<file path="src/rtl/serial_addsub_ctrl.sv">
// Bit-serial add/subtract controller: steps a 1-bit add/sub cell LSB-first,
// one bit per clock, and reports result, unsigned carry-out and signed overflow.

module addsub_cell (
    input  logic a,
    input  logic b,
    input  logic ctl,
    input  logic cin,
    output logic s,
    output logic cout
);
    logic bb;

    always_comb begin
        bb   = b ^ ctl;
        s    = a ^ bb ^ cin;
        cout = (a & bb) | (a & cin) | (bb & cin);
    end
endmodule

module serial_addsub_ctrl #(
    parameter int WIDTH = 8,
    parameter int CNT_W = $clog2(WIDTH)
) (
    input  logic             clk,
    input  logic             rst_n,
    input  logic             start,
    input  logic             op,
    input  logic [WIDTH-1:0] a,
    input  logic [WIDTH-1:0] b,
    output logic             busy,
    output logic             done,
    output logic [WIDTH-1:0] result,
    output logic             cout,
    output logic             overflow
);
    typedef enum logic [1:0] {IDLE, RUN, DONE} state_t;

    state_t           state;
    logic [WIDTH-1:0] a_lat, b_lat;
    logic             op_lat;
    logic [CNT_W-1:0] cnt;
    logic             carry;
    logic             sum_bit, carry_next;

    addsub_cell u_cell (
        .a    (a_lat[cnt]),
        .b    (b_lat[cnt]),
        .ctl  (op_lat),
        .cin  (carry),
        .s    (sum_bit),
        .cout (carry_next)
    );

    always_ff @(posedge clk or negedge rst_n) begin
        if (!rst_n) begin
            state    <= IDLE;
            a_lat    <= '0;
            b_lat    <= '0;
            op_lat   <= 1'b0;
            cnt      <= '0;
            carry    <= 1'b0;
            result   <= '0;
            cout     <= 1'b0;
            overflow <= 1'b0;
            busy     <= 1'b0;
            done     <= 1'b0;
        end else begin
            case (state)
                IDLE: begin
                    if (start) begin
                        // Subtract is a + ~b + 1: the +1 rides in on the carry.
                        a_lat  <= a;
                        b_lat  <= b;
                        op_lat <= op;
                        cnt    <= '0;
                        carry  <= op;
                        busy   <= 1'b1;
                        state  <= RUN;
                    end
                end
                RUN: begin
                    result <= {sum_bit, result[WIDTH-1:1]};
                    carry  <= carry_next;
                    cnt    <= cnt + CNT_W'(1);
                    if (cnt == CNT_W'(WIDTH - 1)) begin
                        // carry still holds the carry into the MSB here
                        cout     <= carry_next;
                        overflow <= carry ^ carry_next;
                        done     <= 1'b1;
                        state    <= DONE;
                    end
                end
                DONE: begin
                    done  <= 1'b0;
                    busy  <= 1'b0;
                    state <= IDLE;
                end
                default: state <= IDLE;
            endcase
        end
    end
endmodule

</file>
<file path="config.mk">
export PLATFORM = sky130hd
export DESIGN_NAME = serial_addsub_ctrl
export DESIGN_NICKNAME = d
export VERILOG_FILES = /design/src/rtl/serial_addsub_ctrl.sv
export SDC_FILE = /design/constraint.sdc
export NUM_CORES = 1
export LEC_CHECK = 0
export CORE_MARGIN = 5
export CORE_UTILIZATION = 40
export DETAILED_ROUTE_END_ITERATION = 7
export PLACE_DENSITY = 0.74
export SETUP_SLACK_MARGIN = 0.1
export SKIP_LAST_GASP = 1
export SLEW_MARGIN = 25
export SYNTH_ARGS = -nofsm -noshare
export SYNTH_HDL_FRONTEND = slang
export SYNTH_SLANG_ARGS = --single-unit
</file>
<file path="constraint.sdc">
create_clock -name clk -period 4.8 [get_ports clk]
set_input_delay 0.96 -clock clk [delete_from_list [all_inputs] [get_ports clk]]
set_output_delay 0.96 -clock clk [all_outputs]
set_load 0.05 [all_outputs]
</file>
==> results of run 1 <==
[registers in the layout, indices dropped and copies added (netlist names)]
signal / cells
a_lat: 8
b_lat: 8
busy: 1
carry: 1
cnt: 3
cout: 1
done: 1
op_lat: 1
overflow: 1
result: 8
state: 2
[worst min-delay path by stage]
| stage | startpoint | endpoint | slack [ns] | cells after the start |
|---|---|---|---|---|
| CTS | a_lat[0]$_DFFE_PN0P_ | a_lat[0]$_DFFE_PN0P_ | 0.47 | 2 |
| floorplan | a_lat[1]$_DFFE_PN0P_ | a_lat[1]$_DFFE_PN0P_ | 0.44 | 2 |
| finish | a_lat[0]$_DFFE_PN0P_ | a_lat[0]$_DFFE_PN0P_ | 0.47 | 2 |
| global placement | a_lat[6]$_DFFE_PN0P_ | a_lat[6]$_DFFE_PN0P_ | 0.45 | 2 |
| global route | a_lat[2]$_DFFE_PN0P_ | a_lat[2]$_DFFE_PN0P_ | 0.50 | 2 |
| detailed placement | a_lat[0]$_DFFE_PN0P_ | a_lat[0]$_DFFE_PN0P_ | 0.46 | 2 |
[stage by stage]
stage                     total power, mW  cell area, sq um  utilization (%)  std cells  hold slack, ns
after detailed placement             1.23              1860             50.9        215           0.457
final                                1.44              1960             53.6        223           0.470
after global placement               1.20              1860             50.9        215           0.451
after CTS                            1.46              1960             53.6        223           0.474
after floorplan                      1.04              1520                -        141           0.437
after global routing                 1.55              1960             53.6        223           0.502
[power breakdown]
group | total, mW | switching, mW | leakage (nW) | internal (mW)
sequential | 0.542 | 0.104 | 0.424 | 0.438
clock | 0.228 | 0.0971 | 0.0515 | 0.131
combinational | 0.666 | 0.379 | 0.460 | 0.287
total | 1.44 | 0.580 | 0.935 | 0.856
[per-layer routing]
metal | track usage [%] | vias up
met5 | 0 | -
met4 | 5.01 | 0
met3 | 5.47 | 7
met2 | 19.0 | 33
met1 | 13.9 | 494
li1 | - | 527
[area by class of cell]
cell class,count,area share [%]
inverter,5,0.956
tap,48,3.06
multi-input combinational,95,30.1
clock buffer,8,5.10
timing repair buffer,32,16.2
sequential,35,44.6
[cells by family after synthesis]
family | count (synthesis)
simple gates | 63
flops | 35
mux | 15
compound gates | 12
buf+inv | 11
fa+ha+maj | 3
xor+xnor | 2
[cell usage after synthesis, types with 2 or more instances]
| library cell | n |
|---|---|
| a21oi_1 | 3 |
| buf_2 | 5 |
| dfrtp_1 | 35 |
| ha_1 | 2 |
| inv_1 | 5 |
| mux2_2 | 7 |
| mux2i_1 | 5 |
| mux4_1 | 2 |
| nand2_1 | 55 |
| nand3_1 | 4 |
| o21ai_0 | 7 |
| xor2_1 | 2 |
==> impl_metrics.csv, run 1 <==
group,metric,value,unit
yosys,async_flop_share,100,%
yosys,yosys_warnings,0,
timing,setup_ws,2.37,ns
placed_design,dp_slack,2.13,ns
critical_path,slowest_delay,0.81,ns
global_route,grt_pass1_vias,1083,
yosys,synth-seq-cells,35,
critical_path,cp_top_family,"buffers and inverters",
yosys,synth_seq_area_share,57.6,%
global_route,grt_usage,11.9,%
finish,syn_to_final_growth,29.0,%
critical_path,critPathBufInv,1,
run,max_cap_violations,0,
finish,final_common_cell,"nand2_1",
critical_path,cp_max_fo,3,
clock_tree,cts_tree,"yes",
timing,rsz0062_at_grt,"false",
yosys,synth.area.mux_share,13.4,%
global_route,grt_pass1_wl,4.71,mm
critical_path,cp-end-kind,"output pin",
clock_tree,path_clk_slew,0.06,ns
clock_tree,ctsResizeCount,0,
timing,relSlewSlack,32.0,%
yosys,synth-compound-area-share,4.11,%
clock_tree,clockBufferDepth,2,
clock_tree,cts_setup_buffers,0,
detailed_routing,wl_met2,1.27,mm
placed_design,hpwlAfterDp,1.96,mm
timing,fin_tns_setup,0,ns
clock_tree,root_buffer,"clkbuf_8",
critical_path,critPathLaunch,"result[7]$_DFFE_PN0P_",
hold_path,hold_path.class,"register to register",
detailed_routing,antenna_left,0,
finish,regArea,876,sq um
finish,final_cell_mix,"nand2_1, dfrtp_1, clkdlybuf4s50_1",
critical_path,crit_arrival,1.47,ns
yosys,synth_xor_area_share,1.15,%
power_and_ir_drop,p_per_area,731,nW/um^2
yosys,synthTopCellsByArea,"dfrtp_1, nand2_1, mux2_2",
critical_path,r2r_end,"overflow$_DFFE_PN0P_",
placed_design,port_buffers,31,
critical_path,rrSetupSlack,2.58,ns
critical_path,cp.depth,1,
global_route,grt_overflow,0,
detailed_routing,dr.pass1.iters,4,
timing,fin_crit_sh,50.6,%
floorplan,die-area,5140,sq um
critical_path,path_class,"register to output pin",
clock_tree,htreeDepth,2,
yosys,syn_inst,141,
detailed_routing,via_count,1061,
yosys,synth_top_flop_cell,"dfrtp_1",
floorplan,ios,32,
yosys,synth_top_area_cell,"dfrtp_1",
detailed_routing,drt_iter0_markers,64,
finish,drive_above_1_share,9.71,%
critical_path,reg2reg_depth,6,
timing,finalHoldViolCount,0,
floorplan,coreArea,3660,sq um
finish,multiInputGateArea,591,sq um
clock_tree,clk_latency,0.28,ns
clock_tree,cts.sinks,35,
floorplan,num_rows,22,
timing,min_period,2.43,ns
finish,num_antenna_cells,0,
floorplan,dieHeight,71.7,microns
power_and_ir_drop,ir_drop,235,uV
clock_tree,ctsHoldBuffers,0,
timing,skew,0.00266,ns
detailed_routing,dr_wl_met3,210,microns
yosys,synth_top_family_by_area,"simple AND/OR/NAND/NOR gates",
yosys,synth-simple-area-share,17.2,%
placed_design,globalplace.congestion,0.741,
detailed_routing,highest_layer,"met4",
yosys,syn-mean-instance-area,10.8,sq um
detailed_routing,wl_per_cell,12.3,microns
yosys,synth-edff-count,0,
timing,maxSlewViolCount,0,
detailed_routing,routed_via_density,4.76,
yosys,synth_fa_ha_area_share,2.96,%
finish,layout.nets,197,
yosys,synth_nets,164,
timing,finalSetupViolations,0,
timing,worst_slew_pin_slew,1.02,ns
power_and_ir_drop,p_leak,0.935,nW
finish,fill_cells,348,
critical_path,rr_startpoint,"cnt[1]$_DFFE_PN0P_",
global_route,antenna_found_initial,0,
detailed_routing,drt-met1-wl,1.20,mm
critical_path,cp_data_required_time,3.84,ns
global_route,grt_max_degree,36,
yosys,yosysUniqueCellTypes,21,
detailed_routing,drcViolationCount,0,
critical_path,critPathLaunchType,"register",
critical_path,slowest_stage,"clkdlybuf4s50_1",
detailed_routing,wl,2.73,mm
critical_path,crit_end,"result[7]",
outcome,outcome,"finished clean",
timing,max_freq,411,MHz
yosys,synth_top_area_share,57.6,%
yosys,mappedNetlistArea,1520,sq um
critical_path,crit_chain,"clkdlybuf4s50_1",
floorplan,die_width,71.7,microns
clock_tree,cts_buffers,5,
floorplan,start_util,41.6,%
No activity file was read; power rests on OpenSTA's default activity.
==> run 2, diff against run 1 <==
PLACE_DENSITY = 0.77   (was 0.74)
clock period = 2.15 ns   (was 4.8 ns; I/O delays follow)
==> run 2 against run 1 <==
  * Routed wire length increased by 8.0%
  * Sequential power increased by 130%
  * Sequential share of layout area decreased by 0.74 points
  * Cell count increased by 1.3%
  * Flip-flop and latch count unchanged
  * Worst hold slack improved by 0.0040 ns
  * Via count increased by 1.2%
  * Non-clock buffer count increased by 3
  * First-iteration DRC count decreased by 30%
  * Clock-buffer cell count unchanged
  * Clock skew increased by 0.0048 ns
  * Clock power increased by 120%
  * Critical endpoint is now result[7]$_DFFE_PN0P_
  * Largest power group unchanged
==> impl_metrics.csv, run 2 (same netlist as run 1, synthesis figures left out) <==
group,metric,value,unit
clock_tree,clk_latency,0.29,ns
finish,fill_cells,319,
clock_tree,root_buffer,"clkbuf_8",
detailed_routing,antenna_left,0,
detailed_routing,routed_via_density,4.75,
clock_tree,htreeDepth,2,
detailed_routing,wl,2.95,mm
timing,fin_crit_sh,92.7,%
clock_tree,clockBufferDepth,2,
finish,drive_above_1_share,14.0,%
global_route,grt_max_degree,36,
detailed_routing,wl_per_cell,13.1,microns
finish,finish.instance_area,2000,sq um
power_and_ir_drop,p_leak,0.948,nW
critical_path,cp-end-kind,"register",
detailed_routing,drcViolationCount,0,
timing,rsz0062_at_grt,"true",
critical_path,crit_arrival,2.14,ns
run,max_cap_violations,0,
power_and_ir_drop,p_sw,1.38,mW
critical_path,critPathBufInv,0,
critical_path,slowest_stage,"fa_2",
critical_path,cp_data_required_time,2.29,ns
power_and_ir_drop,switching_share,41.0,%
floorplan,die-area,5140,sq um
placed_design,post_dp_cell_area,1880,sq um
power_and_ir_drop,seqPwrFrac,36.5,%
placed_design,globalplace.congestion,0.775,
finish,largest_registers,"a_lat (8), b_lat (8), result (8)",
timing,finalHoldViolCount,0,
finish,final_cell_mix,"nand2_1, dfrtp_1, clkdlybuf4s50_1",
clock_tree,cts_tree,"yes",
power_and_ir_drop,ir_drop,543,uV
floorplan,ios,32,
floorplan,dieHeight,71.7,microns
detailed_routing,drt_iter0_markers,45,
power_and_ir_drop,p_per_area,1680,nW/um^2
global_route,grt_usage,12.8,%
finish,layout.nets,200,
timing,max_freq,501,MHz
finish,num_antenna_cells,0,
timing,worst_slew_pin_slew,0.659,ns
timing,min_period,1.99,ns
power_and_ir_drop,clkPwrFrac,15.3,%
timing,skew,0.00746,ns
floorplan,num_rows,22,
finish,syn_to_final_growth,31.6,%
floorplan,die_width,71.7,microns
finish,final_common_cell,"nand2_1",
clock_tree,cts.sinks,35,
placed_design,port_buffers,31,
detailed_routing,via_count,1074,
critical_path,crit_chain,"mux2i_1 -> mux4_2 -> xor2_2 -> fa_2 -> o21ai_1",
timing,finalSetupViolations,0,
clock_tree,path_clk_slew,0.07,ns
global_route,grt_overflow,0,
critical_path,critPathLaunchType,"register",
power_and_ir_drop,power_frac_comb,48.2,%
critical_path,path_class,"register to register",
critical_path,cp_top_family,"multiplexers",
floorplan,coreArea,3660,sq um
timing,maxSlewViolCount,0,
hold_path,hold_path.class,"register to register",
power_and_ir_drop,p_int,1.98,mW
clock_tree,cts_buffers,5,
global_route,antenna_found_initial,0,
detailed_routing,dr.pass1.iters,4,
timing,fin_tns_setup,0,ns
floorplan,start_util,41.6,%
timing,relSlewSlack,56.0,%
placed_design,hpwlAfterDp,2.16,mm
outcome,outcome,"finished clean",
global_route,grt_pass1_wl,5.10,mm
clock_tree,ctsHoldBuffers,0,
global_route,grt_pass1_vias,1142,
critical_path,cp_max_fo,6,
critical_path,slowest_delay,0.52,ns
==> run 2: power by group through the flow <==
| stage | Sequential, mW | Combinational, mW | Clock (mW) |
|---|---|---|---|
| 6_report | 1.22 | 1.62 | 0.513 |
| 3_5_place_dp | 1.24 | 1.55 | 0 |
| 2_1_floorplan | 1.53 | 0.793 | 0 |
| 5_1_grt | 1.27 | 1.77 | 0.561 |
| 4_1_cts | 1.23 | 1.58 | 0.530 |
| 3_3_place_gp | 1.21 | 1.48 | 0 |
==> run 2: worst paths after layout <==
check	startpoint	to	slack, ns	depth (start not counted)
max	cnt[1]$_DFFE_PN0P_	result[7]$_DFFE_PN0P_	0.16	5
min	a_lat[6]$_DFFE_PN0P_	a_lat[6]$_DFFE_PN0P_	0.47	2
max reg2reg	cnt[1]$_DFFE_PN0P_	result[7]$_DFFE_PN0P_	0.16	5
min reg2reg	a_lat[6]$_DFFE_PN0P_	a_lat[6]$_DFFE_PN0P_	0.47	2
max in group asynchronous	rst_n	cnt[1]$_DFFE_PN0P_	1.26	2
min in group asynchronous	rst_n	state[1]$_DFFE_PN0P_	0.56	2
==> run 2: tightest hold or removal path, cell delays in order (launching register included) <==
cell and delay (ns):
dfrtp_1 0.34, nand2_1 0.05, nand2_1 0.05
==> run 2: timing repair <==
item,CTS,global route
endpoints found under the setup margin,4,4
buffers inserted,1,0
gates resized for setup,1,7
pin swaps,0,1
cloned,0,0
==> run 2: layout make-up <==
class	count	area (sq um)	area share, %
Multi-Input combinational cell	95	604	30.2
Tap cell	48	60.1	3.00
Sequential cell	35	878	43.9
Clock buffer	8	100	5.00
Inverter	5	18.8	0.938
Timing Repair Buffer	35	340	17.0
==> run 2: routing by layer <==
| layer | up-vias | global-route usage [%] | wire [microns] |
|---|---|---|---|
| met5 | - | 0 | 0 |
| met4 | 0 | 5.85 | 38 |
| met3 | 5 | 4.21 | 197 |
| met2 | 30 | 20.8 | 1460 |
| met1 | 509 | 15.2 | 1260 |
| li1 | 530 | - | - |
==> run 2: per-stage QoR <==
stage | hold WS, ns | instances | worst slack (ns) | total power, mW | utilization [%]
2_1_floorplan | 0.134 | 141 | 0.152 | 2.32 | -
3_3_place_gp | 0.457 | 217 | 0.0951 | 2.69 | 51.3
3_5_place_dp | 0.462 | 217 | 0.0141 | 2.79 | 51.3
4_1_cts | 0.478 | 226 | 0.0556 | 3.33 | 54.3
5_1_grt | 0.502 | 226 | 0.0713 | 3.60 | 54.7
6_report | 0.474 | 226 | 0.156 | 3.35 | 54.7
